### src/rtl/sort_seq_engine.sv
// ---------------------------------------------------------------------------
// sort_seq_engine
//
// Sequential odd-even transposition sorter for (character, weight) pairs.
// A vector of IP_WIDTH pairs is loaded into a register array. One
// compare-exchange phase runs per clock: even phases pair (0,1),(2,3),...
// and odd phases pair (1,2),(3,4),... The result is returned in ascending
// or descending weight order. Ties never swap, so the sort is stable.
//
// Optional feature (compile-time macro SORT_EARLY_DONE_EN):
//   When defined, the sort finishes early once two consecutive phases
//   make no exchange. The sorted result is the same in both builds.
//
// Handshakes (both sides): a transfer happens on a rising clock edge where
// valid && ready are both high. in_ready is high only in IDLE and
// out_valid is high only in DONE. Both come straight from the state
// register, so neither has a combinational path from any input.
//
// Ports:
//   clk, rst_n       clock, asynchronous active-low reset
//   in_valid         an input vector is present
//   in_ready         engine can accept a vector (IDLE)
//   in_desc          0 = ascending, 1 = descending; sampled at accept
//   in_character     element i at [i*CHAR_W +: CHAR_W]
//   in_weight        element i at [i*WEIGHT_W +: WEIGHT_W]
//   out_valid        sorted result present (DONE)
//   out_ready        consumer takes the result
//   out_character    sorted characters, same packing as the input
//   out_weight       sorted weights, same packing as the input
//   o_dbg_state      current FSM state (IDLE=0, SORT=1, DONE=2)
// ---------------------------------------------------------------------------
module sort_seq_engine #(
    parameter int IP_WIDTH = 8,
    parameter int CHAR_W   = 4,
    parameter int WEIGHT_W = 5
) (
    input  logic                         clk,
    input  logic                         rst_n,
    input  logic                         in_valid,
    output logic                         in_ready,
    input  logic                         in_desc,
    input  logic [IP_WIDTH*CHAR_W-1:0]   in_character,
    input  logic [IP_WIDTH*WEIGHT_W-1:0] in_weight,
    output logic                         out_valid,
    input  logic                         out_ready,
    output logic [IP_WIDTH*CHAR_W-1:0]   out_character,
    output logic [IP_WIDTH*WEIGHT_W-1:0] out_weight,
    output logic [1:0]                   o_dbg_state
);

    localparam logic [1:0] ST_IDLE = 2'd0;
    localparam logic [1:0] ST_SORT = 2'd1;
    localparam logic [1:0] ST_DONE = 2'd2;

    // The phase counter only has to reach IP_WIDTH-1.
    localparam int PH_W = (IP_WIDTH > 2) ? $clog2(IP_WIDTH) : 1;
    localparam logic [PH_W-1:0] PH_LAST = PH_W'(IP_WIDTH - 1);

    logic [1:0]          r_state;
    logic [PH_W-1:0]     r_phase;
    logic                r_desc;
    logic [WEIGHT_W-1:0] r_w [IP_WIDTH];
    logic [CHAR_W-1:0]   r_c [IP_WIDTH];

    logic [WEIGHT_W-1:0] w_nxt_w [IP_WIDTH];
    logic [CHAR_W-1:0]   w_nxt_c [IP_WIDTH];
    logic [IP_WIDTH-2:0] w_swap;   // w_swap[j]: elements j and j+1 exchange

    // Comparator bank: one per adjacent position. Pair (j,j+1) is active
    // when j has the same parity as the current phase.
    for (genvar j = 0; j < IP_WIDTH - 1; j++) begin : g_cmp
        localparam logic ODD_POS = ((j % 2) == 1);
        logic w_active;
        assign w_active  = (r_phase[0] == ODD_POS);
        // Strict compares: equal weights never swap, which keeps the sort stable.
        assign w_swap[j] = w_active &&
                           (r_desc ? (r_w[j] < r_w[j+1]) : (r_w[j] > r_w[j+1]));
    end

    // Next array value. Active pairs are disjoint within a phase, so at most
    // one of w_take_hi / w_take_lo is set. An unpaired end element holds.
    for (genvar i = 0; i < IP_WIDTH; i++) begin : g_nxt
        logic                w_take_hi, w_take_lo;
        logic [WEIGHT_W-1:0] w_hi_w, w_lo_w;
        logic [CHAR_W-1:0]   w_hi_c, w_lo_c;

        if (i < IP_WIDTH - 1) begin : g_hi
            assign w_take_hi = w_swap[i];
            assign w_hi_w    = r_w[i+1];
            assign w_hi_c    = r_c[i+1];
        end else begin : g_no_hi
            assign w_take_hi = 1'b0;
            assign w_hi_w    = r_w[i];
            assign w_hi_c    = r_c[i];
        end

        if (i > 0) begin : g_lo
            assign w_take_lo = w_swap[i-1];
            assign w_lo_w    = r_w[i-1];
            assign w_lo_c    = r_c[i-1];
        end else begin : g_no_lo
            assign w_take_lo = 1'b0;
            assign w_lo_w    = r_w[i];
            assign w_lo_c    = r_c[i];
        end

        // The character always travels with its weight.
        assign w_nxt_w[i] = w_take_hi ? w_hi_w : (w_take_lo ? w_lo_w : r_w[i]);
        assign w_nxt_c[i] = w_take_hi ? w_hi_c : (w_take_lo ? w_lo_c : r_c[i]);
    end

`ifdef SORT_EARLY_DONE_EN
    logic w_any_swap;
    logic r_prev_swap;   // an exchange happened in the previous phase
    assign w_any_swap = |w_swap;
`endif

    logic w_sort_exit;
    always_comb begin
        w_sort_exit = (r_phase == PH_LAST);
`ifdef SORT_EARLY_DONE_EN
        // Two consecutive clean phases cover every adjacent pair, so the
        // array is already in order.
        if ((r_phase != '0) && !w_any_swap && !r_prev_swap) begin
            w_sort_exit = 1'b1;
        end
`endif
    end

    always_ff @(posedge clk or negedge rst_n) begin
        if (!rst_n) begin
            r_state <= ST_IDLE;
            r_phase <= '0;
            r_desc  <= 1'b0;
            for (int i = 0; i < IP_WIDTH; i++) begin
                r_w[i] <= '0;
                r_c[i] <= '0;
            end
`ifdef SORT_EARLY_DONE_EN
            r_prev_swap <= 1'b0;
`endif
        end else begin
            case (r_state)
                ST_IDLE: begin
                    if (in_valid) begin
                        for (int i = 0; i < IP_WIDTH; i++) begin
                            r_w[i] <= in_weight[i*WEIGHT_W +: WEIGHT_W];
                            r_c[i] <= in_character[i*CHAR_W +: CHAR_W];
                        end
                        r_desc  <= in_desc;
                        r_phase <= '0;
`ifdef SORT_EARLY_DONE_EN
                        r_prev_swap <= 1'b0;
`endif
                        r_state <= ST_SORT;
                    end
                end
                ST_SORT: begin
                    for (int i = 0; i < IP_WIDTH; i++) begin
                        r_w[i] <= w_nxt_w[i];
                        r_c[i] <= w_nxt_c[i];
                    end
                    r_phase <= r_phase + PH_W'(1);
`ifdef SORT_EARLY_DONE_EN
                    r_prev_swap <= w_any_swap;
`endif
                    if (w_sort_exit) begin
                        r_state <= ST_DONE;
                    end
                end
                ST_DONE: begin
                    if (out_ready) begin
                        r_state <= ST_IDLE;
                    end
                end
                default: r_state <= ST_IDLE;
            endcase
        end
    end

    assign in_ready    = (r_state == ST_IDLE);
    assign out_valid   = (r_state == ST_DONE);
    assign o_dbg_state = r_state;

    for (genvar i = 0; i < IP_WIDTH; i++) begin : g_out
        assign out_weight[i*WEIGHT_W +: WEIGHT_W] = r_w[i];
        assign out_character[i*CHAR_W +: CHAR_W]  = r_c[i];
    end

endmodule
### config.mk
export PLATFORM = sky130hd
export DESIGN_NAME = sort_seq_engine
export DESIGN_NICKNAME = d
export VERILOG_FILES = /design/src/rtl/sort_seq_engine.sv
export SDC_FILE = /design/constraint.sdc
export NUM_CORES = 1
export LEC_CHECK = 0
export CORE_ASPECT_RATIO = 1.5
export CORE_UTILIZATION = 31
export CTS_CLUSTER_SIZE = 14
export DETAILED_ROUTE_END_ITERATION = 8
export SLEW_MARGIN = 20
export SYNTH_ARGS = -nofsm -noshare
export SYNTH_HDL_FRONTEND = slang
export SYNTH_SLANG_ARGS = --single-unit
### constraint.sdc
create_clock -name clk -period 6.2 [get_ports clk]
set_input_delay 1.24 -clock clk [delete_from_list [all_inputs] [get_ports clk]]
set_output_delay 1.24 -clock clk [all_outputs]
set_load 0.01 [all_outputs]
[Yosys cells after proc, flatten, opt, wreduce, memory -nomap -nowiden]
Index checks and enable logic that the tools add are counted.
Word-level totals
  output and inout port bits: 76
  input port bits: 77
  word-level logic and storage cells: 114
  register bits: 78
Operators by class
  multiplexer cells: 45
  equal/unequal tests: 14
  bitwise gates (word level): 1
  order comparisons: 14
  reduce and logical (&&, ||, !) cells: 20
  $add $sub $neg: 1
Operators by type and width (count)
  40-bit case mux with 2 select lines: 1
  5-bit 2-to-1 mux: 14
  32-bit case mux with 2 select lines: 1
  4-bit 2-to-1 mux: 14
  40-bit 2-to-1 mux: 1
  5-bit > comparator: 7
  5-bit less-than comparator: 7
  32-bit 2-to-1 mux: 1
  3-bit AND reduction: 9
  3-bit != test (second input constant): 6
  2-bit != test (second input constant): 4
  1-bit logical AND: 7
  1-bit 2-to-1 mux: 7
  2-bit 2-to-1 mux: 3
  2-bit case mux with 3 select lines: 1
  3-bit case mux with 2 select lines: 1
  2-bit AND reduction: 2
  3-bit by 1-bit adder with 3-bit output (second input constant): 1
  3-bit == test (second input constant): 1
  3-bit 2-to-1 mux: 1
  2-bit by 1-bit == test with 1-bit output (second input constant): 1
  2-bit == test (second input constant): 1
  2-bit logical NOT: 1
  2-bit by 1-bit != test with 1-bit output (second input constant): 1
  2 further kinds: 2

[Longest topological paths before layout]
  word-level depth: 6
  depth in mapped cells: 10
  gate-level depth less buffers: 8

[Least setup slack after synthesis]
No wires, ideal clock.
  path kind: register to register
  start: register r_w, in the netlist g_nxt[3].w_hi_w[2]
  end: register r_w, in the netlist g_nxt[3].w_hi_w[4]
  clock period less this slack: 2561 ps
  library setup time: 118 ps
  path buffers: 1
  stages on the path, launching flop included: 10
  setup slack: 3639 ps
  arrival time: 2443 ps
  data required time: 6082 ps
  path through: dfrtp_1 -> inv_1 -> ha_1 -> a211o_1 -> a221o_1 -> mux2_4 -> o31ai_4 -> buf_6 -> a211oi_1 -> a21o_1
Between the ends
  cells in the longest elaborated chain, start to end: 5
  elaborated cells between the ends (all ways): 12
  those cells by class: 4 x order compare; 1 x eq/ne; 4 x mux; 3 x reduce/logical
RTL lines
  start: declaration: RTL line 62  | logic [WEIGHT_W-1:0] r_w [IP_WIDTH];
  start signal: indexed assignment: RTL line 147  | r_w[i] <= in_weight[i*WEIGHT_W +: WEIGHT_W];
  start signal: indexed assignment: RTL line 160  | r_w[i] <= w_nxt_w[i];
  5-bit > comparator / 5-bit less-than comparator (equally long branches): RTL line 77  | (r_desc ? (r_w[j] < r_w[j+1]) : (r_w[j] > r_w[j+1]));
  1-bit 2-to-1 mux: RTL line 77
  1-bit logical AND: RTL line 76  | assign w_swap[j] = w_active &&
  3-bit != test (no source line) / 5-bit 2-to-1 mux (equally long branches)
  3-bit AND reduction (no source line) / 40-bit case mux with 2 select lines (equally long branches)
Parallel ways exist; a longest one is shown, timed or not.
A chain may end at the register's enable or synchronous reset.

[Worst setup path after layout]
  start: register r_w, in the netlist g_nxt[1].w_hi_w[1]
  end: register r_c, in the netlist g_nxt[1].w_hi_c[0]
Between the ends
  cells in the longest elaborated chain, start to end: 5
  elaborated cells between the ends (all ways): 12
  those cells by class: 4 x order compare; 1 x eq/ne; 4 x mux; 3 x reduce/logical
RTL lines
  5-bit > comparator / 5-bit less-than comparator (equally long branches): RTL line 77
  1-bit 2-to-1 mux: RTL line 77
  1-bit logical AND: RTL line 76
  3-bit != test (no source line) / 4-bit 2-to-1 mux (equally long branches)
  3-bit AND reduction (no source line) / 32-bit case mux with 2 select lines (equally long branches)
  end signal: indexed assignment: RTL line 148  | r_c[i] <= in_character[i*CHAR_W +: CHAR_W];
  end signal: indexed assignment: RTL line 161  | r_c[i] <= w_nxt_c[i];
  end: declaration: RTL line 63  | logic [CHAR_W-1:0] r_c [IP_WIDTH];
Parallel ways exist; a longest one is shown, timed or not.

==> results.json <==
{
  "status": "finished clean",
  "synth.area.top_cells": "dfrtp_1 (37%), ha_1 (8.7%), mux2i_1 (6.2%), mux2_2 (5.7%), nor2_1 (4.3%)",
  "wl_met2_mm": 9.43,
  "slowest_stage": "o31ai_4",
  "cts_setup_buffers": 0,
  "num_io_pins": 153,
  "setup.worst_path.class": "flip-flop to flip-flop",
  "worstPathMaxFanout": 11,
  "hold_class": "flip-flop to flip-flop",
  "end_kind": "flip-flop",
  "cts.clk_slew.worst_paths_ns": 0.07,
  "drc_errors": 0,
  "wl_per_cell_um": 18.7,
  "p_leak_nw": 3.21,
  "routed_via_density": 5.38,
  "syn_nets": 702,
  "die_w_um": 109,
  "post_cts_resized": 0,
  "start_util_pct": 31.6,
  "clock-skew-final_ns": 0.0107,
  "slew_headroom_pct": 31.9,
  "vdd_drop_max_mv": 0.367,
  "synth_top_area_cell": "dfrtp_1",
  "period_needed_ns": 3.12,
  "start_kind": "flip-flop",
  "tns_ns": 0,
  "die_h_um": 162,
  "synth.avg_cell_area_um2": 9.01,
  "wl_met3_um": 924,
  "top_layer_used": "met4",
  "cts_inserted_buffers": 9,
  "ant_nets": 0,
  "crit_arrival_ns": 3.35,
  "slew_violations": 0,
  "layout_setup_ws_ns": 3.08,
  "synth_edf_count": 0,
  "final_hold_viol_count": 0,
  "ctsLongestPathBuffers": 2,
  "ctsHoldBuffers": 0,
  "drive_above_1_share_pct": 8.41,
  "htree_levels": 3,
  "finalWirelength_mm": 17.4,
  "grt_antenna_before_repair": 0,
  "syn_inst": 588,
  "clockRootBuffer": "clkbuf_16",
  "worstMarginPinSlew_ns": 1.02,
  "nets": 834,
  "async_reset_ff_share_pct": 100,
  "power_density_mw_per_mm2": 711,
  "ys_ff_latch": 78,
  "cts_sinks": 78,
  "dr.pass1.iters": 4,
  "netlist.area_leader.share_pct": 36.8,
  "max_freq_mhz": 321,
  "track_usage_pct": 20.3,
  "ys_dominant_reg_cell": "dfrtp_1",
  "cpPeakStageDelay_ns": 0.58,
  "gp_routability_congestion": 0.840,
  "fin_crit_sh_pct": 50.3,
  "core-area_mm2": 0.0168,
  "area_growth_pct": 37.4,
  "cts_tree": "yes",
  "drt_iter0_markers": 223,
  "overflow": 0,
  "clk_latency_ns": 0.35,
  "seq_area_frac_synth_pct": 36.8,
  "rows": 58,
  "cap_violations": 0,
  "pre_cts_ws_ns": 2.62,
  "netlist_area_mm2": 0.00530,
  "grt_max_degree": 79,
  "via_count": 5034,
  "crit_chain": "inv_1, ha_1, nor2b_1, o21ai_0, a21oi_1, or2_2, o31ai_4, mux2_2",
  "cp.required_ns": 6.43,
  "rsz0062_at_grt": "false",
  "yosys_warnings": 0,
  "m1WireLength_mm": 6.88,
  "netlist-cell-type-count": 49,
  "port_buffers": 152,
  "grt_pass1_vias": 5167,
  "diodes": 0,
  "grt_pass1_wl_mm": 27.4,
  "die-area_mm2": 0.0176,
  "hpwl_mm": 13.2,
  "setup_viol": 0
}
[critical path: cells and delay by family, from the launching register on]
kind | cells | cell delay, ns
AO/OA/AOI/OAI | 3 | 1.09
multiplexers | 1 | 0.41
AND/OR/NAND/NOR | 2 | 0.66
buffers and inverters | 1 | 0.09
adder cells (fa/ha/maj) | 1 | 0.29
flip-flops | 1 | 0.48
[layout make-up]
class,count,area [um^2]
Multi-Input combinational cell,428,3030
Timing Repair Buffer,157,1560
Inverter,46,173
Sequential cell,78,1950
Fill cell,1661,9480
Tap cell,210,263
Clock inverter,7,80.1
Clock buffer,9,225
[stage by stage]
| step | cell area [um^2] | hold WS [ns] | utilization, % | cells | total power [W] |
|---|---|---|---|---|---|
| final | 7280 | 0.513 | 43.4 | 935 | 0.00518 |
| after global routing | 7280 | 0.559 | 43.4 | 935 | 0.00560 |
| after CTS | 7270 | 0.520 | 43.4 | 935 | 0.00522 |
| after detailed placement | 6970 | 0.501 | 41.6 | 919 | 0.00465 |
| after global placement | 6970 | 0.494 | 41.6 | 919 | 0.00453 |
| after floorplan | 5300 | 0.477 | - | 588 | 0.00346 |
[cell usage in the layout, fill, tap and decap left out, types with 8 or more instances in the layout]
master and count:
o21ai_0 27, o211ai_1 8, a211oi_1 9, nor3_1 10, o221ai_1 12, clkbuf_16 9
nand3_1 25, inv_1 46, dfrtp_1 78, mux2i_1 33, mux2_2 27, a21o_1 11
a21oi_1 16, nor2_1 60, nand4_1 9, o22ai_1 9, a31oi_1 19, ha_1 37
nand2_1 50, o31ai_1 9, clkdlybuf4s50_1 151
[per-layer routing]
metal	GRT usage, %	up-vias
li1	-	2409
met1	23.0	2453
met2	37.4	155
met3	3.77	17
met4	6.33	0
met5	0	-
[cell usage after synthesis (all sizes together) (8+ instances only)]
cell	number
a211oi	9
a21o	11
a21oi	17
a31oi	20
buf	15
clkbuf	21
dfrtp	78
ha	37
inv	46
mux2	28
mux2i	34
nand2	50
nand3	26
nand4	9
nor2	60
nor3	10
o211ai	8
o21ai	27
o221ai	12
o22ai	9
o31ai	12
[power by group]
group          leakage, nW  internal (W)  switching (W)  total (W)
logic                 2.14       0.00165        0.00178    0.00343
clock network        0.143      0.000316       0.000233   0.000549
registers            0.932      0.000804       0.000390    0.00119
total                 3.21       0.00277        0.00240    0.00518
[path summary, 6_finish.rpt]
kind	startpoint	to	slack (ns)	depth (start not counted)
worst min-delay path	r_phase[1]$_DFFE_PN0P_	r_phase[1]$_DFFE_PN0P_	0.51	1
max in group asynchronous	rst_n	g_nxt[1].w_hi_w[3]$_DFFE_PN0P_	4.73	1
worst min register to register	r_phase[1]$_DFFE_PN0P_	r_phase[1]$_DFFE_PN0P_	0.51	1
worst max register to register	g_nxt[1].w_hi_w[1]$_DFFE_PN0P_	g_nxt[1].w_hi_c[0]$_DFFE_PN0P_	3.08	8
worst max-delay path	g_nxt[1].w_hi_w[1]$_DFFE_PN0P_	g_nxt[1].w_hi_c[0]$_DFFE_PN0P_	3.08	8
min in group asynchronous	rst_n	g_nxt[6].w_hi_c[2]$_DFFE_PN0P_	0.92	1
[cell families after synthesis]
| logic type | share of synthesized area [%] |
|---|---|
| simple gates | 15.5 |
| compound gates | 20.1 |
| buf+inv | 6.24 |
| flops | 36.8 |
| mux | 12.5 |
| fa+ha+maj | 8.74 |
[flip-flops by register name, indices dropped and copies added (netlist names)]
register / count
g_nxt.w_hi_c: 28
g_nxt.w_hi_w: 35
g_nxt.w_lo_c: 4
g_nxt.w_lo_w: 5
o_dbg_state: 2
r_desc: 1
r_phase: 3
Note: power is estimated with default switching activity, not from simulation.
